### config.mk
export PLATFORM = sky130hd
export DESIGN_NAME = mem_reader_ctrl
export DESIGN_NICKNAME = d
export VERILOG_FILES = /design/src/rtl/mem_reader_ctrl.sv
export SDC_FILE = /design/constraint.sdc
export NUM_CORES = 1
export LEC_CHECK = 0
export ABC_AREA = 1
export CORE_ASPECT_RATIO = 0.75
export CORE_MARGIN = 10
export CORE_UTILIZATION = 30
export CTS_BUF_LIST = sky130_fd_sc_hd__clkbuf_8
export CTS_CLUSTER_DIAMETER = 40
export DETAILED_ROUTE_END_ITERATION = 8
export PLACE_DENSITY = 0.68
export SLEW_MARGIN = 5
export SYNTH_ARGS = -nofsm -noshare
export SYNTH_HDL_FRONTEND = slang
export SYNTH_SLANG_ARGS = --single-unit
### constraint.sdc
create_clock -name clk -period 1.4 [get_ports clk]
set_input_delay 0.35 -clock clk [delete_from_list [all_inputs] [get_ports clk]]
set_output_delay 0.35 -clock clk [all_outputs]
set_load 0.02 [all_outputs]
### src/rtl/mem_reader_ctrl.sv
// Request/response sequencer for the JK-flip-flop word memories.
// Define MEM_READER_CTRL_VERIFY_EN to add a readback check after each write.
module mem_reader_ctrl #(
  parameter int WIDTH  = 4,
  parameter int DEPTH  = 4,
  parameter int ADDR_W = 2
) (
  input  logic              clk,
  input  logic              clear,
  input  logic              req_valid,
  output logic              req_ready,
  input  logic              req_rw,
  input  logic [ADDR_W-1:0] req_addr,
  input  logic [WIDTH-1:0]  req_data,
  output logic              rsp_valid,
  input  logic              rsp_ready,
  output logic [WIDTH-1:0]  rsp_data,
  output logic              rsp_err,
  output logic [DEPTH-1:0]  mem_add,
  output logic              mem_rw,
  output logic [WIDTH-1:0]  mem_wdata,
  input  logic [WIDTH-1:0]  mem_rdata
);

  typedef enum logic [2:0] {
    S_IDLE,
    S_WRITE,
    S_READ,
    S_CAPTURE,
    S_RESP
  } state_t;

  state_t             state_q, state_d;
  logic               req_ready_q, req_ready_d;
  logic               rsp_valid_q, rsp_valid_d;
  logic [WIDTH-1:0]   rsp_data_q, rsp_data_d;
  logic               rsp_err_q, rsp_err_d;
  logic [DEPTH-1:0]   mem_add_q, mem_add_d;
  logic               mem_rw_q, mem_rw_d;
  logic [WIDTH-1:0]   mem_wdata_q, mem_wdata_d;
`ifdef MEM_READER_CTRL_VERIFY_EN
  logic [WIDTH-1:0]   wdata_q, wdata_d;
  logic               wr_q, wr_d;
`endif

  function automatic logic [DEPTH-1:0] onehot(
    input logic [ADDR_W-1:0] a
  );
    logic [DEPTH-1:0] v;
    v = '0;
    for (int i = 0; i < DEPTH; i++) begin
      v[i] = (int'(a) == i);
    end
    return v;
  endfunction

  logic in_range;
  assign in_range = int'(req_addr) < DEPTH;

  always_comb begin
    state_d     = state_q;
    req_ready_d = req_ready_q;
    rsp_valid_d = rsp_valid_q;
    rsp_data_d  = rsp_data_q;
    rsp_err_d   = rsp_err_q;
    mem_add_d   = mem_add_q;
    mem_rw_d    = mem_rw_q;
    mem_wdata_d = mem_wdata_q;
`ifdef MEM_READER_CTRL_VERIFY_EN
    wdata_d     = wdata_q;
    wr_d        = wr_q;
`endif
    unique case (state_q)
      S_IDLE: begin
        if (req_valid && req_ready_q) begin
          req_ready_d = 1'b0;
`ifdef MEM_READER_CTRL_VERIFY_EN
          wdata_d     = req_data;
          wr_d        = req_rw;
`endif
          if (!in_range) begin
            state_d     = S_RESP;
            rsp_valid_d = 1'b1;
            rsp_err_d   = 1'b1;
            rsp_data_d  = '0;
          end else if (req_rw) begin
            state_d     = S_WRITE;
            mem_add_d   = onehot(req_addr);
            mem_rw_d    = 1'b1;
            mem_wdata_d = req_data;
          end else begin
            state_d     = S_READ;
            mem_add_d   = onehot(req_addr);
          end
        end
      end
      S_WRITE: begin
        mem_rw_d    = 1'b0;
        mem_wdata_d = '0;
`ifdef MEM_READER_CTRL_VERIFY_EN
        // keep the word selected and read it straight back
        state_d     = S_READ;
`else
        state_d     = S_RESP;
        mem_add_d   = '0;
        rsp_valid_d = 1'b1;
        rsp_err_d   = 1'b0;
        rsp_data_d  = '0;
`endif
      end
      S_READ: begin
        state_d = S_CAPTURE;
      end
      S_CAPTURE: begin
        state_d     = S_RESP;
        mem_add_d   = '0;
        rsp_valid_d = 1'b1;
        rsp_data_d  = mem_rdata;
`ifdef MEM_READER_CTRL_VERIFY_EN
        rsp_err_d   = wr_q && (mem_rdata != wdata_q);
`else
        rsp_err_d   = 1'b0;
`endif
      end
      S_RESP: begin
        if (rsp_ready) begin
          state_d     = S_IDLE;
          rsp_valid_d = 1'b0;
          req_ready_d = 1'b1;
        end
      end
      default: begin
        state_d     = S_IDLE;
        req_ready_d = 1'b1;
        rsp_valid_d = 1'b0;
        mem_add_d   = '0;
        mem_rw_d    = 1'b0;
        mem_wdata_d = '0;
      end
    endcase
  end

  always_ff @(posedge clk or negedge clear) begin
    if (!clear) begin
      state_q     <= S_IDLE;
      req_ready_q <= 1'b1;
      rsp_valid_q <= 1'b0;
      rsp_data_q  <= '0;
      rsp_err_q   <= 1'b0;
      mem_add_q   <= '0;
      mem_rw_q    <= 1'b0;
      mem_wdata_q <= '0;
`ifdef MEM_READER_CTRL_VERIFY_EN
      wdata_q     <= '0;
      wr_q        <= 1'b0;
`endif
    end else begin
      state_q     <= state_d;
      req_ready_q <= req_ready_d;
      rsp_valid_q <= rsp_valid_d;
      rsp_data_q  <= rsp_data_d;
      rsp_err_q   <= rsp_err_d;
      mem_add_q   <= mem_add_d;
      mem_rw_q    <= mem_rw_d;
      mem_wdata_q <= mem_wdata_d;
`ifdef MEM_READER_CTRL_VERIFY_EN
      wdata_q     <= wdata_d;
      wr_q        <= wr_d;
`endif
    end
  end

  assign req_ready = req_ready_q;
  assign rsp_valid = rsp_valid_q;
  assign rsp_data  = rsp_data_q;
  assign rsp_err   = rsp_err_q;
  assign mem_add   = mem_add_q;
  assign mem_rw    = mem_rw_q;
  assign mem_wdata = mem_wdata_q;

endmodule

Word-level counts from Yosys, hierarchy flattened
Index checks and enable logic that the tools add are counted.
W data, S select, Z words.
- flip-flop bits (word level): 18
- input bits: 15
- output and inout bits: 16
- word-level logic and storage cells: 53
- equality and inequality tests: 10
- muxes and demuxes: 18
- bitwise gates (word level): 4
- reduce and logical (&&, ||, !) cells: 14
- operators by type and width (cell ; count):
    $pmux W4 S2 ; 3
    $mux W4 ; 3
    $pmux W3 S4 ; 1
    $eq A3 B2 Y1 const B ; 2
    $mux W3 ; 2
    $ne A2 B2 Y1 const B ; 3
    $pmux W1 S3 ; 2
    $reduce_and A2 Y1 ; 3
    $reduce_and A3 Y1 ; 2
    $reduce_or A2 Y1 ; 3
    $reduce_or A3 Y1 ; 2
    $mux W1 ; 5
    $eq A2 B2 Y1 const B ; 2
    $not A1 Y1 ; 4
    $eq A3 B1 Y1 const B ; 1
    $eq A3 B3 Y1 const B ; 1
    $logic_not A3 Y1 ; 1
    $eq A2 B1 Y1 const B ; 1
    $logic_not A2 Y1 ; 1
    $mux W2 ; 1
    $pmux W1 S2 ; 1
    $reduce_bool A2 Y1 ; 1
    $logic_and A1 B1 Y1 ; 1

Depth between registers and ports, before layout
Gate-level depths: netlist of the first run.
- depth after elaboration: 4
- depth in mapped cells: 8
- gate-level depth less buffers: 7

Worst setup path after synthesis of the first run
OpenSTA, ideal clock, no wires.
- path type: register to register
- from: register req_ready_q, in the netlist req_ready
- to: register mem_add_q[0], in the netlist mem_add[0]
- setup time: 0.117 ns
- arrival: 1.146 ns
- data required time: 1.283 ns
- slack: 0.137 ns
- stages on the path, launching flop included: 9
- buffers on the path: 1
- clock period less this slack: 1.263 ns
- cells stage by stage: dfstp_2 nand2_1 inv_1 nor2_4 nor2_2 buf_6 inv_4 nand2_1 nand2_1
- word-level cells in the longest chain between the ends: 3
- ends and longest elaborated chain (what ; RTL line ; source):
    start: declaration ; 34 ; logic req_ready_q, req_ready_d;
    start signal: assignment ; 159 ; req_ready_q <= req_ready_d;
    $logic_and A1 B1 Y1 ; 75 ; if (req_valid && req_ready_q) begin
    $ne A2 B2 Y1 (no line) ; - ;
    $reduce_and A2 Y1 (no line) ; - ;
    end signal: assignment ; 163 ; mem_add_q <= mem_add_d;
    end: declaration ; 38 ; logic [DEPTH-1:0] mem_add_q, mem_add_d;
No other way between the ends.
A chain may end at the register's enable or synchronous reset.

Final worst setup path of the first run
- from: register mem_add_q[1], in the netlist mem_add[1]
- to: output mem_add[1]
- RTL lines (what ; RTL line ; source):
    end: declaration ; 19 ; output logic [DEPTH-1:0] mem_add,
No word-level cell between the ends.

==> run metrics, run 1 <==
status=completed; # rows=16; Max Freq=~760 MHz; CP max-delay cell=dfrtp_1; Die W=about 83 um; setup violators final=0; maximum vdd ir drop=0.000693 V; drt wl/cell=11.9 um; DP Wirelength=between 1.5 and 2 mm; Worst path top cell family by delay=flip-flops; crit path max fanout=2; core area=~2700 um^2; CTS tree=built; Syn Inst Count=110; CTS max path bufs=2; Final Skew=0.00652 ns; reg2reg end=mem_add[0]$_DFFE_PN0P_; Syn Area/Cell=between 7 and 8 um^2; gr ovfl total=0; unrepaired setup endpoints after global routing=false; Num Clock Sinks=18; vias in the first global route=~810; initial antenna violation count=0; ANT cells=0; Setup TNS Final=0 ns; Post-CTS Setup Bufs=0; critical path class=reg2out; Pre-antenna DRT Iters=4; GR Util All Layers=0.0872; XOR/XNOR Fraction of Synth Area=0; DRC=0; post-synthesis adder-cell area fraction=0; Slew Limit Fails=0; Vias=a little under 800; # IOs=31; IO Port Bufs=29; simple logic cell fraction of the synthesized area=0.324; Synth Area in Compound Gates=0.0484; first-pass GRT wire length=around 3.7 mm; layout cells sized above 1=0.169; R2R depth=9; Initial Util=0.325; Antenna Violating Nets Remaining=0; minimum clock period=~1.3 ns; largest family of logic cells by synthesized area=simple AND/OR/NAND/NOR gates; largest net degree at the start of global routing=17; Tcrit/Tclk final=0.942; leakage power=about 0.00073 uW; initial drt markers=slightly below 50; endpoint class of the critical path=output port; H-tree Lvls=1; Crit path buffers/inverters=1; Yosys cell types=21; Max Cap Viol=0; area grow syn2layout=45.5%; Finished Cell Area=~1300 um^2; slowest stage delay, CP=a little under 0.4 ns; Worst EP required=1.05 ns; die area=around 5500 um^2; vias per cell=approximately 4.3; clk slew on worst S/H paths=about 0.060 ns; Post-DP Area=between 1000 and 1500 um^2; sequential fraction of the synthesis area=0.514; Final Hold Fails=0; CP arrival=about 0.97 ns; Vert. Die Dim=approximately 67 um; Mapped Nets=~130; post-synthesis mux area share=0; cell area after synthesis=about 880 um^2; GP Congestion=slightly below 0.9; Root Buffer=clkbuf_8; wirelength, routed=about 2.2 mm; register bit count reported by yosys=18; Hold WC Path Type=in2async; RR Startpoint=req_ready$_DFFE_PN1P_; cts bufs inserted=3; Reg2Reg Setup Slack=0.11 ns; CP cell instances=dlygate4sd2_1; clock latency on the worst-skew pair=0.26 ns; pwr dens=around 2200 nW/um^2; Yosys warnings=0; nets=164; Worst Setup Start Kind=register
## synthesized netlist by cell type (all sizes together)
library cell	n	area, um^2
o21ai	5	25.0
nand3b	1	7.51
nor3	4	20.0
inv	20	77.6
dfrtp	17	425
o21a	1	7.51
a21oi	2	10.0
buf	2	18.8
nor2	8	47.6
nand3	8	45.0
nand2	40	165
conb	1	3.75
dfstp	1	26.3
## worst max path at each step
stage / slack, ns / depth (start not counted) / from / endpoint
after floorplan: 0.14 / 8 / req_ready$_DFFE_PN1P_ / mem_add[0]$_DFFE_PN0P_
final: 0.08 / 1 / mem_add[1]$_DFFE_PN0P_ / mem_add[1]
after global routing: 0.002 / 7 / state_q[1]$_DFFE_PN0P_ / mem_add[2]$_DFFE_PN0P_
after global placement: -0.12 / 9 / req_valid / mem_add[1]$_DFFE_PN0P_
after CTS: 0.002 / 1 / req_ready$_DFFE_PN1P_ / req_ready
after detailed placement: -0.16 / 9 / req_valid / mem_add[0]$_DFFE_PN0P_
## cell usage in the layout, fill, tap and decap left out, drive strengths merged, types with 2 or more instances in the layout
cell / Yosys / final
nand2: 40 / 40
inv: 20 / 21
dfrtp: 17 / 17
clkdlybuf4s50: 0 / 14
dlygate4sd2: 0 / 14
nand3: 8 / 8
nor2: 8 / 8
buf: 2 / 8
o21ai: 5 / 5
nor3: 4 / 4
clkbuf: 0 / 3
a21oi: 2 / 2
## final cells by class
type / instances / area, um^2
sequential: 18 / 452
inverter: 20 / 77.6
fill: 291 / 1420
clock inverter: 1 / 3.75
multi-input combinational: 70 / 339
clock buffer: 3 / 41.3
tap: 36 / 45.0
timing repair buffer: 36 / 322
## registers in the layout (all words and copies together) (netlist names)
register   count
rsp_data       4
rsp_valid      1
state_q        3
mem_wdata      4
mem_add        4
req_ready      1
mem_rw         1
## per-stage QoR
step	instances	setup slack, ns	util	power, uW	hold slack, ns
after detailed placement	179	-0.160	0.459	2520	0.462
after global routing	184	0.00159	0.474	3090	0.267
after floorplan	110	0.137	-	1890	0.0544
after global placement	179	-0.119	0.459	2460	0.457
final	184	0.0815	0.474	2810	0.274
after CTS	183	0.00228	0.470	2770	0.265
## where the power goes
group / switching [uW] / leakage (uW) / internal, uW
combinational: 972 / 0.000469 / 604
clock: 162 / 0.0000269 / 195
sequential: 135 / 0.000235 / 741
total: 1270 / 0.000731 / 1540
## per-layer routing
layer,vias to the layer above,global-route usage,wire (um)
met5,-,0,0
met4,0,0.0563,55
met3,4,0.0349,205
met2,21,0.134,1030
met1,350,0.0983,897
li1,408,-,-
## cell families (layout without fill, tap and decap cells)
logic type      count (synthesis)  in the layout
simple gates                   61             61
compound gates                  8              8
flops                          18             18
buf+inv                        22             60
other cells                     1              1
## what timing repair did
| item | 4_1_cts | 5_1_grt |
|---|---|---|
| resized for setup | 17 | 5 |
| setup endpoints to repair | 15 | 8 |
| cloned | 0 | 1 |
| hold buffers | 0 | 0 |
(Power assumes the default switching activity.)
==> run 2: changes to the inputs <==
Settings changed: MAX_ROUTING_LAYER set to met4.
==> run 2 against run 1 <==
Compared with the run above: worst hold slack is essentially flat; global-route usage increased by 0.24 points; power is the same; sequential share of layout area stayed put; wire length stayed put; clock skew hardly changed; fmax about the same; register-to-register slack about the same.
==> run metrics, run 2 (synthesis results as in run 1) <==
core area=2700 um^2 (unchanged); minimum clock period=1.32 ns (about the same); largest net degree at the start of global routing=17 (unchanged); Worst EP required=1.05 ns (about the same); unrepaired setup endpoints after global routing=false (unchanged); R2R depth=9 (unchanged); CTS tree=built (unchanged); Setup TNS Final=0 ns (unchanged); stages on the worst setup path=1 (unchanged); ANT cells=0 (unchanged); endpoint class of the critical path=output port (unchanged); Slew Limit Fails=0 (unchanged); reg2reg end=mem_add[0]$_DFFE_PN0P_ (unchanged); Antenna Violating Nets Remaining=0 (unchanged); DP Wirelength=1.78 mm (unchanged); cts bufs inserted=3 (unchanged); clk slew on worst S/H paths=0.06 ns (about the same); critical path class=reg2out (unchanged); vias per cell=4.26 (unchanged); clock latency on the worst-skew pair=0.26 ns (about the same); H-tree Lvls=1 (unchanged); Fill cells=291 (unchanged); CTS max path bufs=2 (unchanged); Root Buffer=clkbuf_8 (unchanged); IO Port Bufs=29 (unchanged); crit path max fanout=2 (unchanged); Post-CTS Setup Bufs=0 (unchanged); Crit path buffers/inverters=1 (unchanged); CP arrival=0.97 ns (about the same); CP max-delay cell=dfrtp_1 (unchanged); DRC=0 (unchanged); Reg2Reg Setup Slack=0.11 ns (about the same); Vias=783 (unchanged); Final Skew=0.00653 ns (was 0.00652 ns); die area=5520 um^2 (unchanged); most frequent cells in the layout=nand2_1 (35), inv_1 (17), dfrtp_1 (17), clkdlybuf4s50_1 (14), dlygate4sd2_1 (14) (unchanged); leakage power=0.000731 uW (unchanged); most common cell after layout, fill and taps aside=nand2_1 (unchanged); gr ovfl total=0 (unchanged); initial antenna violation count=0 (unchanged); Final Hold Fails=0 (unchanged); first-pass GRT wire length=3.66 mm (about the same); setup violators final=0 (unchanged); Hold-fix buffers, CTS=0 (unchanged); Worst Setup Start Kind=register (unchanged); GP Congestion=0.889 (was 0.875); Tcrit/Tclk final=0.942 (about the same); RR Startpoint=req_ready$_DFFE_PN1P_ (unchanged); Initial Util=0.325 (unchanged); Hold WC Path Type=in2async (unchanged); layout cells sized above 1=0.169 (unchanged); status=completed (unchanged); nets=164 (unchanged); Setup WS post-layout=0.0815 ns (about the same); dpl ws=-0.160 ns (unchanged); GR Util All Layers=0.0896 (was 0.0872); Critical Path End=mem_add[1] (unchanged); maximum vdd ir drop=0.000693 V (about the same); CP cell instances=dlygate4sd2_1 (unchanged); Max Freq=758 MHz (about the same); Num Clock Sinks=18 (unchanged); initial drt markers=49 (unchanged); wirelength, routed=2.19 mm (unchanged); drt wl/cell=11.9 um (unchanged); Vert. Die Dim=66.9 um (unchanged); Die W=82.5 um (unchanged); Max Cap Viol=0 (unchanged); area grow syn2layout=45.5% (unchanged); # IOs=31 (unchanged); slowest stage delay, CP=0.39 ns (about the same); Pre-antenna DRT Iters=4 (unchanged); pwr dens=2200 nW/um^2 (unchanged); vias in the first global route=814 (unchanged); Critical path origin=mem_add[1]$_DFFE_PN0P_ (unchanged); # rows=16 (unchanged); Worst path top cell family by delay=flip-flops (unchanged)
-- run 2: final cells by class --
type                       count  area [um^2]  share of cell area
multi-input combinational     70          339               0.265
clock buffer                   3         41.3              0.0323
sequential                    18          452               0.353
inverter                      20         77.6              0.0606
timing repair buffer          36          322               0.251
clock inverter                 1         3.75             0.00293
tap                           36         45.0              0.0352
-- run 2: worst min path at each step --
stage	endpoint	slack, ns	cells after the start	startpoint
final	rsp_valid$_DFFE_PN0P_	0.27	1	clear
after global routing	rsp_valid$_DFFE_PN0P_	0.27	1	clear
after CTS	rsp_valid$_DFFE_PN0P_	0.27	1	clear
after detailed placement	mem_wdata[3]$_DFFE_PN0P_	0.46	2	mem_wdata[3]$_DFFE_PN0P_
after global placement	mem_rw$_DFFE_PN0P_	0.46	2	mem_rw$_DFFE_PN0P_
after floorplan	mem_add[0]$_DFFE_PN0P_	0.05	0	clear
-- run 2: power by group --
| group | internal (uW) | leakage [uW] | switching [uW] |
|---|---|---|---|
| sequential | 741 | 0.000235 | 135 |
| clock | 195 | 0.0000269 | 162 |
| combinational | 604 | 0.000469 | 972 |
| total | 1540 | 0.000731 | 1270 |
-- run 2: layer usage --
metal,global-route usage,wire [um],up-vias
li1,-,-,408
met1,0.101,928,350
met2,0.134,1030,21
met3,0.0295,175,4
met4,0.0563,55,0
met5,-,0,-
-- run 2: per-stage QoR --
stage               area [um^2]  std cells  utilization  power [uW]  hold WS [ns]
floorplan                   880        110            -        1890        0.0544
global placement           1240        179        0.459        2460         0.457
detailed placement         1240        179        0.459        2520         0.462
CTS                        1270        183        0.470        2770         0.265
global route               1280        184        0.474        3090         0.267
finish                     1280        184        0.474        2810         0.274
-- run 2: timing repair --
action                                  4_1_cts  5_1_grt
pin swaps                                     0        0
endpoints found under the setup margin       15        8
resized for setup                            17        5
gates cloned                                  0        1
==> run 3: changes to the inputs <==
Settings changed: CORE_ASPECT_RATIO 0.75 to unset, CORE_UTILIZATION 30 to 45, PLACE_DENSITY 0.68 to 0.91.
==> run 3 against run 2 <==
Compared with the run above: clock power rose by 20%; combinational power rose by 3%; global-route usage rose by 3.4 points; cell count fell by 5.4%; sequential share of layout area fell by 0.18 points; worst hold slack improved by 0.16 ns; sequential power rose by 2%; clock skew fell by 0.0043 ns; fmax fell by 1.1%; highest routed layer unchanged; non-clock buffer count rose by 1; utilization rose by 25 points.
==> run metrics, run 3 (synthesis results as in run 1) <==
endpoint class of the critical path=output port (unchanged); GR Util All Layers=0.124 (was 0.0896); Die W=64.2 um (was 82.5 um); # rows=15 (was 16); dpl ws=-0.155 ns (was -0.160 ns); clk slew on worst S/H paths=0.07 ns (was 0.06 ns); pwr dens=2280 nW/um^2 (was 2200 nW/um^2); Vias=830 (was 783); Worst Hold Slack=0.431 ns (was 0.274 ns); Worst path top cell family by delay=flip-flops (unchanged); GP Congestion=0.813 (was 0.889); Num Clock Sinks=18 (unchanged); vias in the first global route=900 (was 814); CTS max path bufs=2 (unchanged); Worst EP required=1.05 ns (about the same); Max Freq=750 MHz (was 758 MHz); initial antenna violation count=0 (unchanged); setup violators final=0 (unchanged); Vert. Die Dim=64.2 um (was 66.9 um); Tcrit/Tclk final=0.952 (was 0.942); DRC=0 (unchanged); Antenna Violating Nets Remaining=0 (unchanged); Final Skew=0.00224 ns (was 0.00653 ns); largest net degree at the start of global routing=19 (was 17); fin cells=174 (was 184); die area=4120 um^2 (was 5520 um^2); most frequent cells in the layout=nand2_1 (34), inv_1 (16), dfrtp_1 (16), clkdlybuf4s50_1 (14), dlygate4sd2_1 (14) (was nand2_1 (35), inv_1 (17), dfrtp_1 (17), clkdlybuf4s50_1 (14), dlygate4sd2_1 (14)); Pre-antenna DRT Iters=4 (unchanged); Max Cap Viol=0 (unchanged); nets=165 (was 164); Fill cells=146 (was 291); stages on the worst setup path=1 (unchanged); Crit path buffers/inverters=1 (unchanged); Hold-fix buffers, CTS=0 (unchanged); CTS tree=built (unchanged); area grow syn2layout=46.7% (was 45.5%); CP cell instances=dlygate4sd2_1 (unchanged); # IOs=31 (unchanged); initial drt markers=17 (was 49); ANT cells=0 (unchanged); Initial Util=0.493 (was 0.325); DP Cell Count=170 (was 179); RR Startpoint=req_ready$_DFFE_PN1P_ (unchanged); DP Wirelength=1.91 mm (was 1.78 mm); Post-CTS Setup Bufs=0 (unchanged); vias per cell=4.77 (was 4.26); first-pass GRT wire length=4.08 mm (was 3.66 mm); IO Port Bufs=29 (unchanged); R2R depth=9 (unchanged); cts bufs inserted=3 (unchanged); Setup TNS Final=0 ns (unchanged); core area=1780 um^2 (was 2700 um^2); layout cells sized above 1=0.195 (was 0.169); Setup WS post-layout=0.0675 ns (was 0.0815 ns); critical path class=reg2out (unchanged); Reg2Reg Setup Slack=0.08 ns (was 0.11 ns); Slew Limit Fails=0 (unchanged); CP max-delay cell=dfrtp_1 (unchanged); unrepaired setup endpoints after global routing=false (unchanged); minimum clock period=1.33 ns (was 1.32 ns); status=completed (unchanged); maximum vdd ir drop=0.00150 V (was 0.000693 V); Hold WC Path Type=in2async (unchanged); most common cell after layout, fill and taps aside=nand2_1 (unchanged); Final Hold Fails=0 (unchanged); final core utilization=0.724 (was 0.474); clock latency on the worst-skew pair=0.25 ns (was 0.26 ns); wirelength, routed=2.45 mm (was 2.19 mm); Critical path origin=mem_add[1]$_DFFE_PN0P_ (unchanged); leakage power=0.000736 uW (was 0.000731 uW); gr ovfl total=0 (unchanged); Root Buffer=clkbuf_8 (unchanged); slowest stage delay, CP=0.40 ns (was 0.39 ns); drt wl/cell=14.1 um (was 11.9 um); CP arrival=0.98 ns (was 0.97 ns); crit path max fanout=2 (unchanged); H-tree Lvls=1 (unchanged); Worst Setup Start Kind=register (unchanged)
## run 3: changes by cell type in the layout (fill, tap and decap cells not counted), sizes merged
cell and delta:
buf +1, clkbuf +1, inv -1
## run 3: path summary, 6_finish.rpt
check / end
setup reg to reg: mem_add[0]$_DFFE_PN0P_
setup / recovery: mem_add[1]
min in group clk: mem_wdata[2]$_DFFE_PN0P_
hold reg to reg: mem_wdata[2]$_DFFE_PN0P_
max in group asynchronous: req_ready$_DFFE_PN1P_
hold / removal: mem_wdata[0]$_DFFE_PN0P_
## run 3: worst register-to-register path: cells and delay by family, from the launching register on
| family | cells | cell delay, ns |
|---|---|---|
| buf+inv | 4 | 0.37 |
| flops | 1 | 0.54 |
| simple gates | 5 | 0.31 |
## run 3: cell type report
cell class | count | area [um^2] | area share
Clock buffer | 4 | 55.1 | 0.0427
Inverter | 20 | 77.6 | 0.0601
Multi-Input combinational cell | 70 | 342 | 0.265
Sequential cell | 18 | 453 | 0.351
Tap cell | 25 | 31.3 | 0.0242
Timing Repair Buffer | 37 | 332 | 0.257
## run 3: repair_timing
action                                  in CTS  in global routing
pin swaps                                    0                  2
resized for setup                           17                  7
endpoints found under the setup margin      15                 10
## run 3: per-layer routing
metal,up-vias,wire (um),global-route usage
li1,409,-,-
met1,382,1030,0.128
met2,33,1220,0.215
met3,6,171,0.0383
met4,0,32,0.0481
met5,-,0,-
## run 3: power breakdown
group	total, uW	switching (uW)	internal [uW]
Clock	427	177	250
Combinational	1630	994	631
Sequential	892	149	743
Total	2940	1320	1620
## run 3: stage by stage
| step | instance area [um^2] | total power (uW) |
|---|---|---|
| after CTS | 1280 | 2890 |
| after global routing | 1290 | 3170 |
| after detailed placement | 1240 | 2580 |
| final | 1290 | 2940 |
| after global placement | 1240 | 2490 |
| after floorplan | 880 | 1890 |
